--- src/rtl/decode_issue_nw.sv ---
`default_nettype none
// ----------------------------------------------------------------------------
// decode_issue_nw : N-way decode/issue with intra-bundle RAW splitting,
// bypassed multi-port register file and registered execute outputs. Rev 1.0
// ----------------------------------------------------------------------------
module decode_issue_nw #(
  parameter int         ISSUE_W = 2,
  parameter int         DATA_W  = 16,
  parameter int         NREG    = 8,
  parameter logic [3:0] BR_OP   = 4'hC
) (
  input  logic                      clk,
  input  logic                      reset,
  input  logic                      flush,
  input  logic                      in_valid,
  output logic                      in_ready,
  input  logic [ISSUE_W-1:0]        in_lane_valid,
  input  logic [16*ISSUE_W-1:0]     in_instr,
  output logic [ISSUE_W-1:0]        out_valid,
  input  logic                      out_ready,
  output logic [4*ISSUE_W-1:0]      out_opcode,
  output logic [ISSUE_W-1:0]        out_imm_flag,
  output logic [3*ISSUE_W-1:0]      out_rd,
  output logic [DATA_W*ISSUE_W-1:0] out_op1,
  output logic [DATA_W*ISSUE_W-1:0] out_op2,
  output logic [DATA_W*ISSUE_W-1:0] out_branch_target,
  input  logic [ISSUE_W-1:0]        wb_en,
  input  logic [3*ISSUE_W-1:0]      wb_addr,
  input  logic [DATA_W*ISSUE_W-1:0] wb_data
);

  localparam int RW = (NREG > 1) ? $clog2(NREG) : 1;

  logic [DATA_W-1:0]  rf_q    [NREG];
  logic [15:0]        instr_q [ISSUE_W];
  logic [ISSUE_W-1:0] pend_q;

  logic [ISSUE_W-1:0] grp_d;
  logic [DATA_W-1:0]  op1_d [ISSUE_W];
  logic [DATA_W-1:0]  op2_d [ISSUE_W];
  logic [7:0]         wmask;
  logic               stop;
  logic               issue;

  function automatic logic writes_rd(input logic [3:0] op);
    return (op != 4'h0) && (op != BR_OP);
  endfunction

  assign in_ready = (pend_q == '0) && !flush;
  assign issue    = (pend_q != '0) && ((out_valid == '0) || out_ready) && !flush;

  // Group grows lane by lane; wmask tracks rd written by lanes already in it.
  always_comb begin
    grp_d = '0;
    wmask = '0;
    stop  = 1'b0;
    for (int j = 0; j < ISSUE_W; j++) begin
      if (pend_q[j] && !stop) begin
        if (wmask[instr_q[j][7:5]] || (!instr_q[j][11] && wmask[instr_q[j][4:2]])) begin
          stop = 1'b1;
        end else begin
          grp_d[j] = 1'b1;
          if (writes_rd(instr_q[j][15:12])) wmask[instr_q[j][10:8]] = 1'b1;
        end
      end
    end
  end

  // Operand read with bypass; later ports override earlier ones.
  always_comb begin
    for (int j = 0; j < ISSUE_W; j++) begin
      op1_d[j] = rf_q[instr_q[j][5 +: RW]];
      op2_d[j] = rf_q[instr_q[j][2 +: RW]];
      for (int p = 0; p < ISSUE_W; p++) begin
        if (wb_en[p] && (wb_addr[3*p +: RW] == instr_q[j][5 +: RW]))
          op1_d[j] = wb_data[DATA_W*p +: DATA_W];
        if (wb_en[p] && (wb_addr[3*p +: RW] == instr_q[j][2 +: RW]))
          op2_d[j] = wb_data[DATA_W*p +: DATA_W];
      end
      if (instr_q[j][11]) op2_d[j] = DATA_W'(instr_q[j][4:0]);
    end
  end

  always_ff @(posedge clk or posedge reset) begin
    if (reset) begin
      for (int k = 0; k < NREG; k++) rf_q[k] <= '0;
      for (int j = 0; j < ISSUE_W; j++) instr_q[j] <= '0;
      pend_q            <= '0;
      out_valid         <= '0;
      out_opcode        <= '0;
      out_imm_flag      <= '0;
      out_rd            <= '0;
      out_op1           <= '0;
      out_op2           <= '0;
      out_branch_target <= '0;
    end else begin
      for (int p = 0; p < ISSUE_W; p++) begin
        if (wb_en[p]) rf_q[wb_addr[3*p +: RW]] <= wb_data[DATA_W*p +: DATA_W];
      end
      if (flush) begin
        pend_q    <= '0;
        out_valid <= '0;
      end else if (issue) begin
        out_valid <= grp_d;
        pend_q    <= pend_q & ~grp_d;
        for (int j = 0; j < ISSUE_W; j++) begin
          out_opcode[4*j +: 4]                 <= instr_q[j][15:12];
          out_imm_flag[j]                      <= instr_q[j][11];
          out_rd[3*j +: 3]                     <= instr_q[j][10:8];
          out_op1[DATA_W*j +: DATA_W]          <= op1_d[j];
          out_op2[DATA_W*j +: DATA_W]          <= op2_d[j];
          out_branch_target[DATA_W*j +: DATA_W] <= DATA_W'(instr_q[j][10:0]);
        end
      end else begin
        if (out_ready) out_valid <= '0;
        // Accept cannot coincide with issue: it needs an empty buffer.
        if (in_valid && in_ready) begin
          for (int j = 0; j < ISSUE_W; j++) instr_q[j] <= in_instr[16*j +: 16];
          pend_q <= in_lane_valid;
        end
      end
    end
  end

endmodule
`default_nettype wire

--- config.mk ---
export PLATFORM = sky130hd
export DESIGN_NAME = decode_issue_nw
export DESIGN_NICKNAME = d
export VERILOG_FILES = /design/src/rtl/decode_issue_nw.sv
export SDC_FILE = /design/constraint.sdc
export NUM_CORES = 1
export LEC_CHECK = 0
export BUFFER_PORTS_ARGS = -buffer_cell sky130_fd_sc_hd__buf_2
export CORE_MARGIN = 5
export CORE_UTILIZATION = 40
export DETAILED_ROUTE_END_ITERATION = 8
export SLEW_MARGIN = 5
export SYNTH_ARGS = -nofsm -noshare
export SYNTH_HDL_FRONTEND = slang
export SYNTH_SLANG_ARGS = --single-unit
--- constraint.sdc ---
create_clock -name clk -period 8.4 [get_ports clk]
set_input_delay 0 -clock clk [delete_from_list [all_inputs] [get_ports clk]]
set_output_delay 0 -clock clk [all_outputs]
set_load 0.01 [all_outputs]
== Yosys cells after proc, flatten, opt, wreduce, memory -nomap -nowiden ==
Memories as Yosys holds them, arrays and structs flattened.
Index checks and enable logic that the tools add are counted.
Storage, ports and cells
  output and inout bits: 115
  bits in registers: 266
  memories kept: 2
  word-level logic and storage cells: 140
  input port bits: 79
  ROM bits: 16
Cells by class
  muxes and demuxes: 53
  order comparisons: 14
  bitwise gates (word level): 10
  reduce and logical (&&, ||, !) cells: 34
  equality and inequality tests: 9
Memories
  (name not given): depth 8, width 1, read ports 1, clocked after Yosys merged registers in 0, write ports 0, RTL line 59  | if (wmask[instr_q[j][7:5]] || (!instr_q[j][11] && wmask[instr_q[j][4:2]])) begin
  (name not given): depth 8, width 1, read ports 1, clocked after Yosys merged registers in 0, write ports 0, RTL line 59
Operators with widths (count)
  $mux 16: 20
  $bwmux 128: 2
  $mux 128: 2
  $bmux 16 s3: 4
  $demux 16 s3: 2
  $eq 3x3->1: 8
  $ge 4x4->1 const B: 6
  $mux 8: 3
  $not 3->4: 6
  $lt 3x4->1 const B: 5
  $logic_and 1x1->1: 19
  $mux 2: 6
  $mux 1: 11
  $lt 4x1->1 const B: 2
  $bmux 1 s3: 2
  $reduce_bool 3->1: 2
  $logic_not 1->1: 4
  $logic_not 2->1: 2
  $ne 4x4->1 const B: 1
  $reduce_bool 4->1: 1
  $demux 1 s3: 1
  $ge 3x1->1 const B: 1
  $logic_or 1x1->1: 3
  $reduce_and 3->1: 1
  5 further kinds: 6

== Logic depth before layout (Yosys ltp) ==
  depth after elaboration: 17
  depth in mapped cells: 8
  gate-level depth less buffers: 5

== Worst setup path before layout ==
Ideal clock, no wire load.
  path type: flip-flop to flip-flop
  from: register out_valid[0]
  to: register out_op1[17]
  path slack: 6.459 ns
  arrival time: 1.820 ns
  data required time: 8.279 ns
  clock period less this slack: 1.941 ns
  library setup time: 0.121 ns
  stages on the path, launching flop included: 8
  buffers on the path: 2
  path through: dfrtp_1 o21ba_1 or3_4 or3b_1 buf_2 buf_6 o22ai_1 nor2_1
Between the ends
  word-level cells in the longest chain between the ends: 5
RTL lines
  start, declared: RTL line 19  | output logic [ISSUE_W-1:0] out_valid,
  start signal, assigned: RTL line 104  | out_valid <= grp_d;
  $logic_not 2->1: RTL line 50  | assign issue = (pend_q != '0) && ((out_valid == '0) || out_ready) && !flush;
  $logic_or 1x1->1: RTL line 50
  $logic_and 1x1->1 (2 in series): RTL line 50
  $reduce_and 2->1 (no line)
  end signal, assigned by index: RTL line 110  | out_op1[DATA_W*j +: DATA_W] <= op1_d[j];
  end, declared: RTL line 24  | output logic [DATA_W*ISSUE_W-1:0] out_op1,
Every way passes these cells.
A chain may end at the register's enable or synchronous reset.

== Worst setup path after layout ==
  from: register instr_q[21] (netlist name)
  to: register out_op1[0]
Between the ends
  word-level cells in the longest chain between the ends: 6
  elaborated cells on any way between the ends: 10
  those cells by class: eq/ne: 2; mux: 5; bitwise: 1; reduce/logical: 2
RTL lines
  start, declared: RTL line 35  | logic [15:0] instr_q [ISSUE_W];
  $not 3->4 (not written as such): RTL line 72  | op1_d[j] = rf_q[instr_q[j][5 +: RW]];
  $bmux 16 s3: RTL line 72
  $mux 16 (not written as such) (2 in series): RTL line 72
  $mux 16: RTL line 75  | if (wb_en[p] && (wb_addr[3*p +: RW] == instr_q[j][5 +: RW]))
  $mux 16 *: RTL line 75
Every way passes the cells marked *; elsewhere a longest branch is shown, timed or not. The select of a mux whose other input is x is not followed.

==> summary.txt <==
Clock network
  • CTS buffer count: 29
  • Reg clk slew, reported paths: 60 ps
  • Clock Tree Root: clkbuf_16
  • Post-CTS Resized: 0
  • Clock Tree Buf Depth: 3
  • Hold_buf cts: between 80 and 90
  • H-tree depth: 1
  • Worst skew pair latency: 570 ps
  • CTS tree: done
  • Postcts setup bufs: 0
  • Sink Count: 260

Yosys
  • Synth warnings: 0
  • Distinct cells, synth: 44
  • Sequential-to-total area share from yosys stat: 39.8%
  • Yosys reg bits: 260
  • Top cell type's share of synthesized area: about two fifths
  • Top-count cell post-synth: dfrtp_1
  • Top post-synthesis cells by count: 260 x dfrtp_1, 197 x nand2_1, 163 x mux2i_1
  • Synth top area cells: dfrtp_1 40%, mux4_2 15%, mux2i_1 10%, mux2_2 5.0%, nand2_1 4.5%
  • EDFF count, synth: 0
  • Async SR Flop Fraction: 100%
  • Post-synthesis area per instance: 10.5 um^2
  • Syn Std Cell Area: 16,400 um^2
  • Largest area contributor in the netlist: dfrtp_1
  • Synth Instances: 1,558
  • Main synth FF type: dfrtp_1

Route
  • Router iterations before antenna repair: 6
  • Drt first-iter violations: 1,583
  • Antenna Nets Post-Route: 0
  • Vias: 13,900
  • Final WL: ~60,000 um
  • Via/cell ratio: 6.10
  • Remaining DRCs: 0
  • WL/cell: 26.1 um

Power
  • Clock power frac: 24.4%
  • Psw: 1.89 mW
  • Total power: 5.24 mW
  • Comb pwr share: roughly 38%
  • Switching Fraction: between 30% and 40%
  • Total internal power: 3.34 mW
  • Leak Pwr: 8.19 nW
  • Max VDD drop: about 0.00018 V
  • Share of power burned in registers: 37.7%
  • Pwr Density: 272 nW/um^2

Placement
  • Pre-CTS setup slack: 5160 ps
  • HPWL Detailed: ~36,000 um
  • PortBufs: 183
  • Gp weighted congestion: 0.879

Global routing
  • Global Route Usage Sum: 25.6%
  • Largest net degree at the start of global routing: 159
  • Grt total ovfl: 0
  • Initial antenna violation count: 1
  • Vias in the first global route: 13,500
  • Global-route wire length before repair: between 80,000 and 90,000 um

Finish
  • Layout cells sized above 1: 26.3%
  • Layout Area Growth over Synthesis: 17.6%
  • Nets: 1,803
  • FILL cells: about 3,700

Job
  • Max-Cap Viols: 0

Timing
  • Worst slew pin tran: 1140 ps
  • Worst slew margin: 23.8%
  • RSZ-0062 raised after global routing: false
  • Setup TNS Final: 0 ps
  • Fin crit share: 39.5%
  • Fmax: about 300 MHz
  • Final Max Tran Viols: 0
  • Final setup fails: 0
  • Final Hold Violating Endpoints: 0
  • Final hold slack: ~140 ps
  • Min cycle time layout: 3320 ps
  • Clock Skews: around 18 ps
  • Worst setup margin: between 5000 and 6000 ps

Critical path
  • WP data arrival: 3800 ps
  • Crit path max fanout: 35
  • Setup CP Type: flip-flop to flip-flop
  • Setup crit end kind: flip-flop
  • R2r setup slk: 5080 ps
  • Crit start category: flip-flop
  • CP required: between 8000 and 9000 ps

Die
  • DIE WIDTH: approximately 210 um
  • Die area: around 45,000 um^2
  • Initial Utilization: about 40%
  • I/O pin cnt: 194
  • Core Box Area: 40,600 um^2
  • Core Rows: 74
  • Die height: approximately 210 um

Status
  • Status: finished, final reports clean

Hold path
  • Hold Crit Class: input port to async pin
[kinds of logic after synthesis]
logic type / Yosys count / synth area share (%)
XOR/XNOR: 31 / 1.66
buffers and inverters: 191 / 5.73
flip-flops: 260 / 39.8
AO/OA/AOI/OAI: 334 / 12.2
AND/OR/NAND/NOR: 398 / 10.8
multiplexers: 343 / 29.8
other: 1 / 0.0229
[power groups by stage]
stage / Combinational [mW] / Sequential (mW) / Clock, mW
final: 1.98 / 1.98 / 1.28
after detailed placement: 1.91 / 1.98 / 0
after floorplan: 1.28 / 1.93 / 0
after global routing: 2.12 / 2.01 / 1.34
after CTS: 1.97 / 1.96 / 1.30
after global placement: 1.88 / 1.96 / 0
[layout by cell type (no fill, tap or decap), types with 2 or more instances in the layout]
master	count
dfrtp_1	254
mux2_2	72
nor3b_2	4
nor3_2	3
nor2_1	106
and3_1	9
clkbuf_16	29
nand4_1	8
o21ai_1	13
or3b_1	2
bufinv_16	2
mux4_2	108
xor2_1	7
conb_1	10
o21ai_0	104
clkinv_2	2
nor3_4	2
buf_4	37
a2111oi_0	10
a221oi_1	22
and4_1	3
dlygate4sd3_1	88
mux2i_1	163
xnor2_1	24
a211oi_1	14
clkbuf_8	7
a21oi_1	87
o22ai_1	68
nor2b_1	11
nor3_1	6
dfrtp_2	6
nand3_1	3
clkbuf_1	11
inv_1	7
buf_2	183
nand2_1	197
nand4b_1	6
nand2b_1	33
o2111a_1	11
[routing by layer]
metal  part of all wire [%]  global-route usage, %  routed length [um]  up-vias
li1                       -                      -                   -     6028
met2                     46                   40.5               27100      776
met5                      0                      0                   0        -
met1                     41                   36.0               24500     6951
met3                    9.6                   4.74                5680      136
met4                    3.4                   8.45                2030        0
[final timing paths]
check	startpoint	endpoint	cells after the start
setup / recovery	instr_q[21]	out_op1[0]	6
hold / removal	reset	out_opcode[1]	3
setup reg to reg	instr_q[21]	out_op1[0]	6
hold reg to reg	instr_q[10]	out_rd[5]	2
max in group asynchronous	reset	instr_q[23]	4
min in group clk	wb_en[0]	rf_q[53]	5
[sequential cells by signal, summed over array words and instances, names as in the netlist]
signal	cells
instr_q	32
out_op2	32
rf_q	128
out_imm_flag	2
pend_q	2
out_opcode	8
out_valid	2
out_branch_target	16
out_rd	6
out_op1	32
[worst max-delay path: stages, from the launching register on]
cell     delay, ps
dfrtp_2        330
buf_4          600
xnor2_1        190
nand4_1        760
nand3_1       1040
o22ai_1        190
nor2_1         120
[cell type report]
class	count	area, um^2	area share, %
tap	532	666	3.46
antenna	1	2.50	0.0130
timing repair buffer	309	2090	10.9
inverter	8	37.5	0.195
clock inverter	4	70.1	0.364
clock buffer	47	863	4.49
multi-input combinational	1116	9000	46.8
sequential	260	6510	33.8
[stage by stage]
stage                     cells  instance area (um^2)  utilization [%]
final                      2277                 19200             47.3
after detailed placement   2137                 17400             42.9
after CTS                  2276                 19200             47.3
after global placement     2137                 17400             42.9
after global routing       2277                 19200             47.3
after floorplan            1567                 16400                -
Power figures use the tool's default switching activity.
